**src/rtl/jpeg_us_pkg.sv**
```systemverilog
// Shared types and channel codes for the chroma upsampler scheduler.
// Blocks are packed as [row][col] of 8-bit samples.
package jpeg_us_pkg;

  typedef logic [3:0][3:0][7:0] blk4_t;
  typedef logic [7:0][7:0][7:0] blk8_t;
  typedef logic [7:0][7:0]      row8_t;

  typedef enum logic {
    IDLE = 1'b0,
    EMIT = 1'b1
  } us_state_e;

  localparam logic [1:0] CB_CODE = 2'b01;
  localparam logic [1:0] CR_CODE = 2'b10;

endpackage

```
**src/rtl/chroma_upsample_sched_rr_arb2.sv**
```systemverilog
// Two-requester round-robin grant; i_mask removes requesters from contention.
// Requester 0 is Cb, requester 1 is Cr; after reset Cr counts as last granted.
module rr_arb2 (
  input  logic       clk,
  input  logic       rst_n,
  input  logic [1:0] i_req,
  input  logic [1:0] i_mask,
  output logic [1:0] o_gnt
);

  logic       r_last;
  logic [1:0] w_elig;

  assign w_elig = i_req & i_mask;

  always_comb begin
    o_gnt = w_elig;
    if (w_elig == 2'b11) begin
      o_gnt = r_last ? 2'b01 : 2'b10;
    end
  end

  // A grant is always a completed handshake because req already carries valid.
  always_ff @(posedge clk or negedge rst_n) begin
    if (!rst_n) begin
      r_last <= 1'b1;
    end else if (|o_gnt) begin
      r_last <= o_gnt[1];
    end
  end

endmodule

```
**src/rtl/chroma_upsample_sched.sv**
```systemverilog
// Accepts 4x4 Cb/Cr blocks, holds one on the shared upsampler and
// streams its 8x8 result as eight row beats under valid/ready.
module chroma_upsample_sched
  import jpeg_us_pkg::*;
#(
  parameter int         STRICT_PAIR = 1,
  parameter logic [1:0] CB_ID       = CB_CODE,
  parameter logic [1:0] CR_ID       = CR_CODE
) (
  input  logic        clk,
  input  logic        rst_n,
  input  logic        cb_valid,
  output logic        cb_ready,
  input  blk4_t       cb_block,
  input  logic        cr_valid,
  output logic        cr_ready,
  input  blk4_t       cr_block,
  output logic [1:0]  us_ch,
  output logic        us_valid_in,
  output blk4_t       us_block_in,
  input  blk8_t       us_block_out,
  input  logic        us_valid_out,
  output logic        out_valid,
  input  logic        out_ready,
  output row8_t       out_row,
  output logic [2:0]  out_row_idx,
  output logic [1:0]  out_ch,
  output logic        out_last,
  output logic        busy,
  output logic        err_sticky,
  input  logic        err_clr
);

  us_state_e  r_state;
  logic [2:0] r_row_cnt;
  blk4_t      r_hold;
  logic [1:0] r_hold_ch;
  logic       r_expect_cr;
  logic       r_err;

  logic       w_idle;
  logic       w_emit;
  logic [1:0] w_req;
  logic [1:0] w_mask;
  logic [1:0] w_gnt;

  // Gating with rst_n keeps both readies low while reset is held.
  assign w_idle = (r_state == IDLE) && rst_n;
  assign w_emit = (r_state == EMIT);
  assign w_req  = {cr_valid, cb_valid} & {2{w_idle}};
  assign w_mask = (STRICT_PAIR != 0) ? (r_expect_cr ? 2'b10 : 2'b01) : 2'b11;

  rr_arb2 u_arb (
    .clk    (clk),
    .rst_n  (rst_n),
    .i_req  (w_req),
    .i_mask (w_mask),
    .o_gnt  (w_gnt)
  );

  assign cb_ready = w_gnt[0];
  assign cr_ready = w_gnt[1];

  always_ff @(posedge clk or negedge rst_n) begin
    if (!rst_n) begin
      r_state     <= IDLE;
      r_row_cnt   <= 3'd0;
      r_hold      <= '0;
      r_hold_ch   <= CB_ID;
      r_expect_cr <= 1'b0;
      r_err       <= 1'b0;
    end else begin
      case (r_state)
        IDLE: begin
          if (w_gnt[0]) begin
            r_hold    <= cb_block;
            r_hold_ch <= CB_ID;
            r_row_cnt <= 3'd0;
            r_state   <= EMIT;
          end else if (w_gnt[1]) begin
            r_hold    <= cr_block;
            r_hold_ch <= CR_ID;
            r_row_cnt <= 3'd0;
            r_state   <= EMIT;
          end
        end
        EMIT: begin
          if (out_ready) begin
            if (r_row_cnt == 3'd7) begin
              r_state   <= IDLE;
              r_row_cnt <= 3'd0;
              if (STRICT_PAIR != 0) begin
                r_expect_cr <= ~r_expect_cr;
              end
            end else begin
              r_row_cnt <= r_row_cnt + 3'd1;
            end
          end
        end
        default: r_state <= IDLE;
      endcase
      // A fresh error takes priority over a coincident clear.
      if (w_emit && !us_valid_out) begin
        r_err <= 1'b1;
      end else if (err_clr) begin
        r_err <= 1'b0;
      end
    end
  end

  assign us_valid_in = w_emit;
  assign us_ch       = w_emit ? r_hold_ch : 2'b00;
  assign us_block_in = w_emit ? r_hold : '0;
  assign out_valid   = w_emit;
  assign out_row     = w_emit ? us_block_out[r_row_cnt] : '0;
  assign out_row_idx = w_emit ? r_row_cnt : 3'd0;
  assign out_ch      = w_emit ? r_hold_ch : 2'b00;
  assign out_last    = w_emit && (r_row_cnt == 3'd7);
  assign busy        = w_emit;
  assign err_sticky  = r_err;

endmodule
```
**config.mk**
```make
export PLATFORM = sky130hd
export DESIGN_NAME = chroma_upsample_sched
export DESIGN_NICKNAME = d
export VERILOG_FILES = /design/src/rtl/jpeg_us_pkg.sv /design/src/rtl/chroma_upsample_sched_rr_arb2.sv /design/src/rtl/chroma_upsample_sched.sv
export SDC_FILE = /design/constraint.sdc
export NUM_CORES = 1
export LEC_CHECK = 0
export BUFFER_PORTS_ARGS = -buffer_cell sky130_fd_sc_hd__buf_2
export CAP_MARGIN = 20
export CORE_AREA = 2 2 384 386
export CTS_CLUSTER_SIZE = 12
export DETAILED_ROUTE_END_ITERATION = 7
export DIE_AREA = 0 0 386 388
export GPL_TIMING_DRIVEN = 0
export PLACE_DENSITY_LB_ADDON = 0.12
export SLEW_MARGIN = 25
export SYNTH_ARGS = -nofsm -noshare
export SYNTH_HDL_FRONTEND = slang
export SYNTH_SLANG_ARGS = --single-unit
```
**constraint.sdc**
```tcl
create_clock -name clk -period 4.2 [get_ports clk]
set_input_delay 0.42 -clock clk [delete_from_list [all_inputs] [get_ports clk]]
set_output_delay 0.42 -clock clk [all_outputs]
set_load 0.1 [all_outputs]
```
### Word-level counts from Yosys, hierarchy flattened

Cells that the tools add are included.

| operators by class | value |
|---|---|
| add/subtract/negate cells | 1 |
| order comparisons | 1 |
| eq/ne operators | 4 |
| multiplexer cells | 25 |
| bitwise operators | 4 |
| reduce and logical (&&, ||, !) cells | 10 |

Operators by type and width:

| operator | number |
|---|---|
| 2-to-1 mux 128 bit | 3 |
| binary-select mux 64 bit (select 3 bit) | 1 |
| 2-to-1 mux 64 bit | 2 |
| 2-to-1 mux 3 bit | 5 |
| 2-to-1 mux 2 bit | 6 |
| 2-to-1 mux 1 bit | 6 |
| one-hot mux 3 bit (2 select lines) | 1 |
| bitwise AND 2 bit | 2 |
| less-than comparator 3 x 4 -> 1 bit, second input constant | 1 |
| AND reduction 2 bit | 2 |
| nonzero test 2 bit | 2 |
| adder 3 x 1 -> 3 bit, second input constant | 1 |
| == test 3 bit, second input constant | 1 |
| logical AND 1 bit | 3 |
| inequality test 3 x 1 -> 1 bit, second input constant | 1 |
| AND reduction 3 bit | 1 |
| == test 2 bit, second input constant | 1 |
| inequality test 2 bit, second input constant | 1 |
| inverter 1 bit | 2 |
| one-hot mux 1 bit (2 select lines) | 1 |
| OR reduction 2 bit | 1 |
| zero test 1 bit | 1 |

| word-level totals | value |
|---|---|
| register bits | 137 |
| logic and storage cells | 67 |

### Logic depth before layout (Yosys ltp)

| logic depth | value |
|---|---|
| depth in word-level cells | 9 |
| depth in mapped cells | 7 |
| gate-level depth less buffers | 5 |

### Cells and area by module

From an unflattened synthesis, not the netlist that was laid out.

| second synthesis, totals | value |
|---|---|
| cells, all modules | 1,197 |
| area, all modules | 11,264.6 sq um |

By module, submodules not included:

| module | times used | cells each | area each (sq um) | sequential area each (sq um) |
|---|---|---|---|---|
| chroma_upsample_sched | 1 | 1,191 | 11,207.0 | 3,404.5 |
| rr_arb2 | 1 | 6 | 57.6 | 26.3 |

### Least setup slack after synthesis

OpenSTA, ideal clock, no wires.

| path | value |
|---|---|
| path type | reg-to-output |
| start point | register r_state (netlist: busy) |
| end point | output port out_row[13] in the netlist's numbering |
| arrival | 3.658 ns |
| data required time | 3.780 ns |
| setup slack | 0.122 ns |
| cell stages (with the launch flop) | 5 |
| path through | dfrtp_1 -> inv_1 -> clkbuf_1 -> clkbuf_1 -> nor3_1 |

RTL lines:

| what | line | RTL |
|---|---|---|
| start: declaration | chroma_upsample_sched.sv:34 | `us_state_e r_state;` |
| start signal: assignment | chroma_upsample_sched.sv:66 | `r_state <= IDLE;` |
| start signal: assignment | chroma_upsample_sched.sv:79 | `r_state <= EMIT;` |
| start signal: assignment | chroma_upsample_sched.sv:84 | `r_state <= EMIT;` |
| end: declaration | chroma_upsample_sched.sv:25 | `output row8_t out_row,` |

==> results.sh <==
export IMPL_r2r_cells=7
export IMPL_fin_util_pct=13.13
export IMPL_cts_buffer_depth=2
export IMPL_yosys_area_top_type_share_pct=30.89
export IMPL_path_clk_slew_ps=90
export IMPL_drt_pass1_iter_count=5
export IMPL_drcViolationCount=0
export IMPL_viasPerCell=3.491
export IMPL_wl_um=114000
export IMPL_clockRootBuffer="clkbuf_16"
export IMPL_worst_setup_path_start_kind="flip-flop"
export IMPL_crit_path_end="out_row[13]"
export IMPL_postSynthNetCount=1986
export IMPL_ant_nets=0
export IMPL_grt_max_degree=71
export IMPL_first_iter_violations=644
export IMPL_timing_rr_end="r_hold[31]$_DFFE_PN0P_"
export IMPL_drv_cap=0
export IMPL_hold_viol=0
export IMPL_cts_buffers=17
export IMPL_rows=140
export IMPL_fin_area_um2=19070
export IMPL_synthDistinctLibCells=31
export IMPL_worstPathArrival_ps=3470
export IMPL_async_reset_ff_share_pct=100.0
export IMPL_drive_gt1_share_pct=54.96
export IMPL_cp_end_kind="output port"
export IMPL_multi_input_area_um2=6843
export IMPL_nNetsFinal=2991
export IMPL_hpwl_um=99180
export IMPL_cp_startpoint="r_row_cnt[2]$_DFFE_PN0P_"
export IMPL_clock_sinks=136
export IMPL_postSynthCellCount=1209
export IMPL_final_period_utilization_pct=92.55
export IMPL_grt_ovfl_total=0
export IMPL_worstMarginPinSlew_ps=968.1
export IMPL_area_growth_pct=74.33
export IMPL_relSlewSlack_pct=35.46
export IMPL_antenna_found_initial=106
export IMPL_hold_class="in -> reg"
export IMPL_finalSetupViolCount=0
export IMPL_die_y_um=388
export IMPL_yosys_top_cells_count="136 x nand2_1, 135 x dfrtp_1, 134 x and2_1"
export IMPL_postPlaceCellArea_um2=18370
export IMPL_wl_per_cell_um=27.27
export IMPL_fmax_mhz=257.3
export IMPL_place_gp_congestion=0.8390
export IMPL_initial_core_util_pct=7.531
export IMPL_reg2reg_slack_ps=1180
export IMPL_insertion_delay_ps=510
export IMPL_layout_area_seq_um2=3406
export IMPL_ir_drop_uv=281.1
export IMPL_required_ps=3780
export IMPL_synth_top_cell_by_area="dfrtp_1"
export IMPL_die_area_um2=149800
export IMPL_yosysWarnings=0
export IMPL_rsz0062_at_grt="no"
export IMPL_synth_flop_cell="dfrtp_1"
export IMPL_vias=14593
export IMPL_criticalPathCategory="reg -> out"
export IMPL_cts_tree="done"
export IMPL_synthTopCellsByArea="dfrtp_1 31%, mux4_2 13%, a22oi_1 8.8%"
export IMPL_grt_usage_pct=14.62
export IMPL_h_tree_depth=4
export IMPL_fp_dieW_um=386
export IMPL_ios=981
export IMPL_portBuffers=980
export IMPL_grt_pass1_vias=15459
export IMPL_power_per_cell_area_nw_per_um2=1059
export IMPL_slew_viol_final=0
export IMPL_fin_crit_ps=3887
export IMPL_grt_first_pass_wirelength_um=145300
export IMPL_p_leak_nw=8.954
export IMPL_reg2reg_from="busy$_DFF_PN0_"
export IMPL_syn_avg_cell_area_um2=9.046
export IMPL_status="complete, no violations"
export IMPL_synth_edff_count=0
export IMPL_skew_ps=29.42
export IMPL_cp_max_fo=10
export IMPL_yosysSeqAreaShare_pct=31.13
export IMPL_core_area_um2=145200
export IMPL_fill_cells=16956
export IMPL_yosysMostFrequentCell="nand2_1"
export IMPL_syn_cell_area_um2=10940
export IMPL_ys_ff_latch=136
power by group:
group	internal (mW)	leakage (nW)	switching, mW	total, mW
logic	3.12	6.98	13.1	16.2
registers	1.91	1.69	0.352	2.27
clock network	0.891	0.284	0.839	1.73
logic make-up (layout without fill, tap and decap cells):
family | after synthesis | in the layout | synth area share, %
and+or+nand+nor | 535 | 535 | 25.27
AOI/OAI and AO/OA | 262 | 262 | 17.17
adders and majority gates | 2 | 2 | 0.2288
other | 0 | 36 | 0
xor gates and xnor gates | 1 | 1 | 0.08010
DFF | 136 | 136 | 31.13
buffers and inverters | 145 | 1163 | 6.349
muxes | 128 | 128 | 19.77
per-layer routing:
layer	GRT usage [%]	vias to the layer above	wire length [um]
met2	27.72	774	61230
met3	4.401	177	8406
met1	15.13	7053	41050
met5	0	-	126
met4	4.535	18	3185
li1	-	6571	-
metrics by stage:
stage          power, mW  setup slack (ps)  setup TNS [ps]  hold WS, ps  instances
6_report           20.19             312.8               0        117.0       4180
5_1_grt            21.14             127.8               0        61.64       4167
4_1_cts            20.59             104.7               0        24.86       4144
3_5_place_dp       18.69             472.0               0        230.9       4111
3_3_place_gp       18.71             -3501         -464680        455.5       4106
2_1_floorplan      14.60             121.6               0        124.4       1209
cells in the final DEF, fill, tap and decap left out, drive strengths merged, types with 4 or more instances in the layout:
cell	netlist	routed
a211oi	64	64
a22oi	128	128
and2	134	134
buf	73	1058
clkbuf	68	86
clkinv	0	4
dfrtp	135	135
diode	0	36
inv	4	10
mux2	64	64
mux4	64	64
nand2	137	137
nand3	130	130
nor2b	64	64
nor3	64	64
o22ai	65	65
worst max-delay path, cell delays in order (launching register included):
cell,delay (ps)
dfrtp_1,360
buf_2,210
buf_2,380
buf_2,390
buf_2,360
a211oi_1,150
nor3_1,540
buf_2,550
state kept, by name, indices dropped and copies added, names as in the netlist:
signal and flops:
r_hold 128, r_hold_ch 2, r_expect_cr 1, r_row_cnt 3, err_sticky 1, busy 1
worst min-delay path by stage:
stage	to	start	slack [ps]	depth (start not counted)
after global routing	err_sticky$_DFFE_PN0P_	us_valid_out	60	2
after CTS	err_sticky$_DFFE_PN0P_	us_valid_out	20	2
after detailed placement	r_hold[69]$_DFFE_PN0P_	rst_n	230	1
final	err_sticky$_DFFE_PN0P_	us_valid_out	120	2
after global placement	r_hold_ch[0]$_DFFE_PN1P_	r_hold_ch[0]$_DFFE_PN1P_	460	2
after floorplan	busy$_DFF_PN0_	rst_n	120	0
final cells by class:
| type | count | area share, % |
|---|---|---|
| clock inverters | 14 | 0.8466 |
| clock buffers | 18 | 2.251 |
| flip-flops and latches | 136 | 17.86 |
| inverters | 4 | 0.07875 |
| well taps | 1917 | 12.58 |
| repair buffers | 986 | 26.43 |
| diodes | 36 | 0.4725 |
| plain buffers | 141 | 3.590 |
| multi-input cells | 928 | 35.89 |
what timing repair did:
item | in CTS | in global routing
resized for setup | 1 | 0
hold buffers | 1 | 0
buffers inserted | 0 | 0
endpoints found under the setup margin | 1 | 0
endpoints found under the hold margin | 135 | 0
Note: power is estimated with default switching activity, not from simulation.
